==> config.mk <==
export PLATFORM = sky130hd
export DESIGN_NAME = i2c_txn_arbiter_flat
export DESIGN_NICKNAME = d
export VERILOG_FILES = /design/src/rtl/i2c_txn_arbiter_if.sv /design/src/rtl/i2c_txn_arbiter.sv /design/src/flat_wrapper.sv
export SDC_FILE = /design/constraint.sdc
export NUM_CORES = 1
export LEC_CHECK = 0
export ABC_CLOCK_PERIOD_IN_PS = 5680
export CORE_UTILIZATION = 54
export CTS_BUF_LIST = sky130_fd_sc_hd__clkbuf_4 sky130_fd_sc_hd__clkbuf_8
export DETAILED_ROUTE_END_ITERATION = 10
export PLACE_DENSITY = 0.86
export SLEW_MARGIN = 40
export SYNTH_ARGS = -nofsm -noshare
export SYNTH_HDL_FRONTEND = slang
export SYNTH_SLANG_ARGS = --single-unit
==> constraint.sdc <==
create_clock -name clk_i -period 5.68 [get_ports clk_i]
set_input_delay 1.136 -clock clk_i [delete_from_list [all_inputs] [get_ports clk_i]]
set_output_delay 1.136 -clock clk_i [all_outputs]
set_load 0.02 [all_outputs]
==> src/rtl/i2c_txn_arbiter_if.sv <==
// Command channel between the transaction arbiter (master) and a byte-level I2C read engine (slave).
interface i2c_txn_arbiter_if;
  logic        valid;
  logic        ready;
  logic [6:0]  addr;
  logic [7:0]  sub;
  logic        len;
  logic        abort;
  logic        done;
  logic [15:0] data;
  logic        nack;

  modport master (output valid, addr, sub, len, abort, input ready, done, data, nack);
  modport slave  (input valid, addr, sub, len, abort, output ready, done, data, nack);
endinterface

==> src/rtl/i2c_txn_arbiter.sv <==
// Round-robin sharing of one I2C read engine: grant to m.valid is 1 cycle, m.valid waits on m.ready,
// a response timeout aborts a stuck engine, and a fixed idle gap follows every completion.
module i2c_txn_arbiter #(
  parameter int NREQ       = 2,
  parameter int TIMEOUT    = 65535,
  parameter int GAP_CYCLES = 100
) (
  input  logic                clk_i,
  input  logic                reset_ni,
  input  logic [NREQ-1:0]     req_i,
  input  logic [7*NREQ-1:0]   req_addr_i,
  input  logic [8*NREQ-1:0]   req_sub_i,
  input  logic [NREQ-1:0]     req_len_i,
  output logic [NREQ-1:0]     gnt_o,
  output logic [NREQ-1:0]     done_o,
  output logic [15:0]         rdata_o,
  output logic                err_o,
  output logic                busy_o,
  i2c_txn_arbiter_if.master   m
);
  localparam int PW = (NREQ > 1) ? $clog2(NREQ) : 1;

  typedef enum logic [2:0] {S_IDLE, S_ISSUE, S_WAIT, S_DONE, S_GAP} state_e;

  state_e          state_q, state_d;
  logic [PW-1:0]   ptr_q, ptr_d;
  logic [NREQ-1:0] gnt_q, gnt_d;
  logic [6:0]      addr_q, addr_d;
  logic [7:0]      sub_q, sub_d;
  logic            len_q, len_d;
  logic [15:0]     timer_q, timer_d;
  logic [15:0]     gap_q, gap_d;
  logic [15:0]     rdata_q, rdata_d;
  logic            err_q, err_d;

  logic            found;
  logic [PW-1:0]   sel;
  logic [PW-1:0]   idx;
  logic            expire;

  // First requesting index at or above the pointer, wrapping modulo NREQ.
  always_comb begin
    found = 1'b0;
    sel   = '0;
    idx   = '0;
    for (int k = 0; k < NREQ; k++) begin
      idx = PW'((int'(ptr_q) + k) % NREQ);
      if (!found && req_i[idx]) begin
        found = 1'b1;
        sel   = idx;
      end
    end
  end

  // Last WAIT cycle with no response; a same-cycle m.done suppresses the abort.
  assign expire = (state_q == S_WAIT) && (timer_q == 16'd1) && !m.done;

  always_comb begin
    state_d = state_q;
    ptr_d   = ptr_q;
    gnt_d   = gnt_q;
    addr_d  = addr_q;
    sub_d   = sub_q;
    len_d   = len_q;
    timer_d = timer_q;
    gap_d   = gap_q;
    rdata_d = rdata_q;
    err_d   = err_q;
    case (state_q)
      S_IDLE: begin
        if (found) begin
          gnt_d      = '0;
          gnt_d[sel] = 1'b1;
          addr_d     = req_addr_i[7*int'(sel) +: 7];
          sub_d      = req_sub_i[8*int'(sel) +: 8];
          len_d      = req_len_i[sel];
          ptr_d      = (int'(sel) == NREQ-1) ? '0 : sel + PW'(1);
          state_d    = S_ISSUE;
        end
      end
      S_ISSUE: begin
        if (m.ready) begin
          timer_d = 16'(TIMEOUT);
          state_d = S_WAIT;
        end
      end
      S_WAIT: begin
        timer_d = timer_q - 16'd1;
        if (m.done) begin
          err_d   = m.nack;
          rdata_d = len_q ? m.data : {8'h00, m.data[15:8]};
          state_d = S_DONE;
        end else if (expire) begin
          err_d   = 1'b1;
          rdata_d = 16'hFFFF;
          state_d = S_DONE;
        end
      end
      S_DONE: begin
        gnt_d   = '0;
        gap_d   = 16'(GAP_CYCLES);
        state_d = (GAP_CYCLES == 0) ? S_IDLE : S_GAP;
      end
      S_GAP: begin
        gap_d = gap_q - 16'd1;
        if (gap_q <= 16'd1) state_d = S_IDLE;
      end
      default: state_d = S_IDLE;
    endcase
  end

  always_ff @(posedge clk_i or negedge reset_ni) begin
    if (!reset_ni) begin
      state_q <= S_IDLE;
      ptr_q   <= '0;
      gnt_q   <= '0;
      addr_q  <= '0;
      sub_q   <= '0;
      len_q   <= 1'b0;
      timer_q <= '0;
      gap_q   <= '0;
      rdata_q <= 16'hFFFF;
      err_q   <= 1'b0;
    end else begin
      state_q <= state_d;
      ptr_q   <= ptr_d;
      gnt_q   <= gnt_d;
      addr_q  <= addr_d;
      sub_q   <= sub_d;
      len_q   <= len_d;
      timer_q <= timer_d;
      gap_q   <= gap_d;
      rdata_q <= rdata_d;
      err_q   <= err_d;
    end
  end

  assign gnt_o   = gnt_q;
  assign done_o  = (state_q == S_DONE) ? gnt_q : '0;
  assign rdata_o = rdata_q;
  assign err_o   = err_q;
  assign busy_o  = (state_q != S_IDLE);
  assign m.valid = (state_q == S_ISSUE);
  assign m.addr  = addr_q;
  assign m.sub   = sub_q;
  assign m.len   = len_q;
  assign m.abort = expire;

endmodule

==> src/flat_wrapper.sv <==
// flat-port wrapper written by rule: the top's interface ports become plain ports
module i2c_txn_arbiter_flat 
#(
  parameter int NREQ       = 2,
  parameter int TIMEOUT    = 65535,
  parameter int GAP_CYCLES = 100
)
  (clk_i, reset_ni, req_i, req_addr_i, req_sub_i, req_len_i, gnt_o, done_o, rdata_o, err_o, busy_o, m_valid, m_addr, m_sub, m_len, m_abort, m_ready, m_done, m_data, m_nack);
  i2c_txn_arbiter_if m_i ();
  input  logic clk_i;
  input  logic reset_ni;
  input  logic [NREQ-1:0] req_i;
  input  logic [7*NREQ-1:0] req_addr_i;
  input  logic [8*NREQ-1:0] req_sub_i;
  input  logic [NREQ-1:0] req_len_i;
  output logic [NREQ-1:0] gnt_o;
  output logic [NREQ-1:0] done_o;
  output logic [15:0] rdata_o;
  output logic err_o;
  output logic busy_o;
  output wire logic [$bits(m_i.valid)-1:0] m_valid;
  output wire logic [$bits(m_i.addr)-1:0] m_addr;
  output wire logic [$bits(m_i.sub)-1:0] m_sub;
  output wire logic [$bits(m_i.len)-1:0] m_len;
  output wire logic [$bits(m_i.abort)-1:0] m_abort;
  input wire logic [$bits(m_i.ready)-1:0] m_ready;
  input wire logic [$bits(m_i.done)-1:0] m_done;
  input wire logic [$bits(m_i.data)-1:0] m_data;
  input wire logic [$bits(m_i.nack)-1:0] m_nack;
  assign m_valid = m_i.valid;
  assign m_addr = m_i.addr;
  assign m_sub = m_i.sub;
  assign m_len = m_i.len;
  assign m_abort = m_i.abort;
  assign m_i.ready = m_ready;
  assign m_i.done = m_done;
  assign m_i.data = m_data;
  assign m_i.nack = m_nack;
  i2c_txn_arbiter #(.NREQ(NREQ), .TIMEOUT(TIMEOUT), .GAP_CYCLES(GAP_CYCLES)) u_core (.clk_i(clk_i), .reset_ni(reset_ni), .req_i(req_i), .req_addr_i(req_addr_i), .req_sub_i(req_sub_i), .req_len_i(req_len_i), .gnt_o(gnt_o), .done_o(done_o), .rdata_o(rdata_o), .err_o(err_o), .busy_o(busy_o), .m(m_i));
endmodule
==> reports/results.tsv <==
metric	value	unit
Flop pwr share	0.473	
ys flop type	dfrtp_1	
Mapped Area	0.00357	mm^2
drt drc	0	
Layout Nets	488	
share of flip-flops with an asynchronous set or reset	1.00	
crit end category	output pin	
FMAX	0.256	GHz
global-route wire length before repair	13300	um
Worst-Margin Slew	0.778	ns
CP max-delay cell	dfrtp_1	
Overflow after GRT	0	
final hold vios	0	
sequential cell area	0.00180	mm^2
total die area	0.00694	mm^2
EDFF count, synth	0	
clk_lat worst skew	0.34	ns
initial antenna violation count	0	
die width	83.3	um
Hold-fix buffers, CTS	0	
Initial Util	0.562	
crit path to	m_abort	
CP max FO	19	
Die Y-Extent	83.3	um
syn nets	399	
register area share after synthesis	0.503	
Design Area, Final	0.00477	mm^2
post-synthesis compound-gate area fraction	0.148	
post-CTS setup buffers	0	
total power	1.12	mW
Vias	2944	
Yosys reg bits	71	
area grow syn2layout	33.8	%
worst flop-to-flop path startpoint	u_core.gap_q[6]	
RSZ-0062 raised after global routing	false	
count of cell types in the netlist	55	
worst path bufs/invs	1	
largest net degree at the start of global routing	72	
Root Driver	clkbuf_8	
max_slew headroom	0.481	
critical path startpoint category	flip-flop	
Switching Fraction	0.218	
xor/xnor share of the synthesized area	0.00245	
Total Routing Usage GR	0.238	
Final Skew	0.00948	ns
FF-to-FF setup slack	3.59	ns
layout cell share with drive strength beyond 1	0.132	
clock network power share	0.423	
detailed router's first-iteration violation count	174	
routed wire length per instance	15.4	um
Placed Instances	495	
Max Slew Vio Count	0	
TritonCTS clock tree	built	
footprint of the multi-input gates	0.00167	mm^2
Final GP Congestion	0.796	
r2r endpoint	u_core.gap_q[12]	
worst stage delay on the critical path	0.62	ns
diodes inserted	0	
run status	finished, final reports clean	
fillcell total	447	
Avg Vias per Cell	5.77	
Port Buffers	94	
largest family of logic cells by synthesized area	simple AND/OR/NAND/NOR gates	
period utilisation layout	0.688	
maximum capacitance violations	0	
minimum clock period	3.91	ns
total wire length	7860	um
Post-DP Area	0.00454	mm^2
Finished Core Util	0.752	
mux contribution to synthesized area	0.101	
I/O pin total	95	
worst path cell trace	or3b_4, nor4b_4, nand3_4, nor2_1, clkdlybuf4s50_1	
register clock-pin slew on the reported worst setup and hold paths	0.07	ns
dpl hpwl	5420	um
CTS buffer count	9	
CP required	4.54	ns
synth warn	0	
VDD IR max	0.217	mV
maximum clock path buffer count	2	
PwrDens	234	mW/mm^2
final cell count without fillers	510	
Final Setup Violations	0	
R2R cell count	4	
Combinational Power Share	0.104	
P_int	873	uW
Worst path top cell family by delay	simple AND/OR/NAND/NOR gates	
Placement Setup Slack	2.13	ns
Critical Path Stages	5	
crit path DAT	2.77	ns
vias in the first global route	2861	
Simple-Gate Fraction of Synth Area	0.201	
min setup slack post-route	1.77	ns
Hold WC Path Type	flip-flop to flip-flop	
Pleak	1.97	nW
final hold slack	0.477	ns
Post-DRT Antenna Nets	0	
H-tree depth	3	
P_sw	244	uW
Setup TNS Final	0	ns
cell count after synthesis	340	
CORE AREA	0.00635	mm^2
critical path class	flip-flop to output pin	
CP Launch Point	u_core.state_q[1]	
site row count	29	
Adder-Cell Fraction of Synth Area	0.0140	
cts repair resizes	0	
drt pass-1 iters	4	
synthesized area per cell	10.5	um^2
# clock sinks	71	
-- metal layers --
layer,vias up,global-route usage,share of wire
met5,-,0,0
met4,0,0.0909,0.015
met3,11,0.0537,0.063
met2,105,0.396,0.49
met1,1409,0.304,0.43
li1,1419,-,-
-- kinds of logic after synthesis --
family	count (synthesis)
xor gates and xnor gates	1
buffers and inverters	23
muxes	36
adders and majority gates	4
AOI/OAI and AO/OA	79
DFF	71
and+or+nand+nor	126
-- cell usage after synthesis (2+ instances only) --
master,number,area share
a21oi_1,27,0.038
a21oi_2,8,0.020
a22oi_1,8,0.017
a311oi_1,2,0.0049
a41oi_1,2,0.0049
and2_1,5,0.0088
buf_2,7,0.0098
clkbuf_1,8,0.0084
dfrtp_1,55,0.39
dfstp_2,16,0.12
ha_1,4,0.014
inv_1,5,0.0053
mux2i_1,36,0.10
nand2_1,14,0.015
nand2b_1,2,0.0035
nand3_1,8,0.011
nand3b_1,2,0.0042
nand4_1,2,0.0035
nor2_1,54,0.057
nor3_1,7,0.0098
nor3b_1,4,0.0084
nor4_1,6,0.011
nor4_2,2,0.0070
o211ai_1,3,0.0063
o21ai_0,10,0.014
o311ai_0,4,0.0098
o31ai_1,3,0.0063
o41ai_1,3,0.0074
or2_2,2,0.0035
or3_1,4,0.0070
or4_1,3,0.0063
-- state kept, by name, summed over array words and instances (netlist names) --
signal and cells:
u_core.rdata_o 16, u_core.gnt_o 2, u_core.m.sub 8, u_core.m.addr 7
u_core.m.len 1, u_core.err_o 1, u_core.timer_q 16, u_core.gap_q 16
u_core.state_q 3, u_core.ptr_q 1
-- placed cells by master (no fill, tap or decap), types with 6 or more instances in the layout --
cell type        count
nor4_1               6
nand2_1             14
nor3_1               7
a21oi_1             27
clkdlybuf4s50_1     93
dfstp_2             16
mux2i_1             36
clkbuf_8             9
o21ai_0             10
nor2_1              54
a22oi_1              8
a21oi_2              8
nand3_1              8
dfrtp_1             55
-- area by class of cell --
class,count,share of cell area
inverters,5,0.00393
clock inverters,6,0.0231
repair buffers,96,0.200
well taps,77,0.0202
flip-flops and latches,71,0.376
multi-input cells,246,0.351
clock buffers,9,0.0259
-- power by group through the flow --
stage	Combinational [mW]	Clock, mW	Sequential [mW]
after CTS	0.118	0.482	0.528
after global routing	0.126	0.503	0.530
after global placement	0.115	0	0.536
after detailed placement	0.117	0	0.537
final	0.116	0.473	0.528
after floorplan	0.0315	0	0.546
-- worst min-delay path by stage --
stage,startpoint,endpoint,cells after the start
after floorplan,u_core.gap_q[13],u_core.gap_q[13],1
after global placement,u_core.gap_q[14],u_core.gap_q[14],1
after detailed placement,u_core.gap_q[13],u_core.gap_q[13],1
after CTS,u_core.gap_q[13],u_core.gap_q[13],1
after global routing,u_core.gap_q[13],u_core.gap_q[13],1
final,u_core.gap_q[13],u_core.gap_q[13],1
Power figures use the tool's default switching activity.
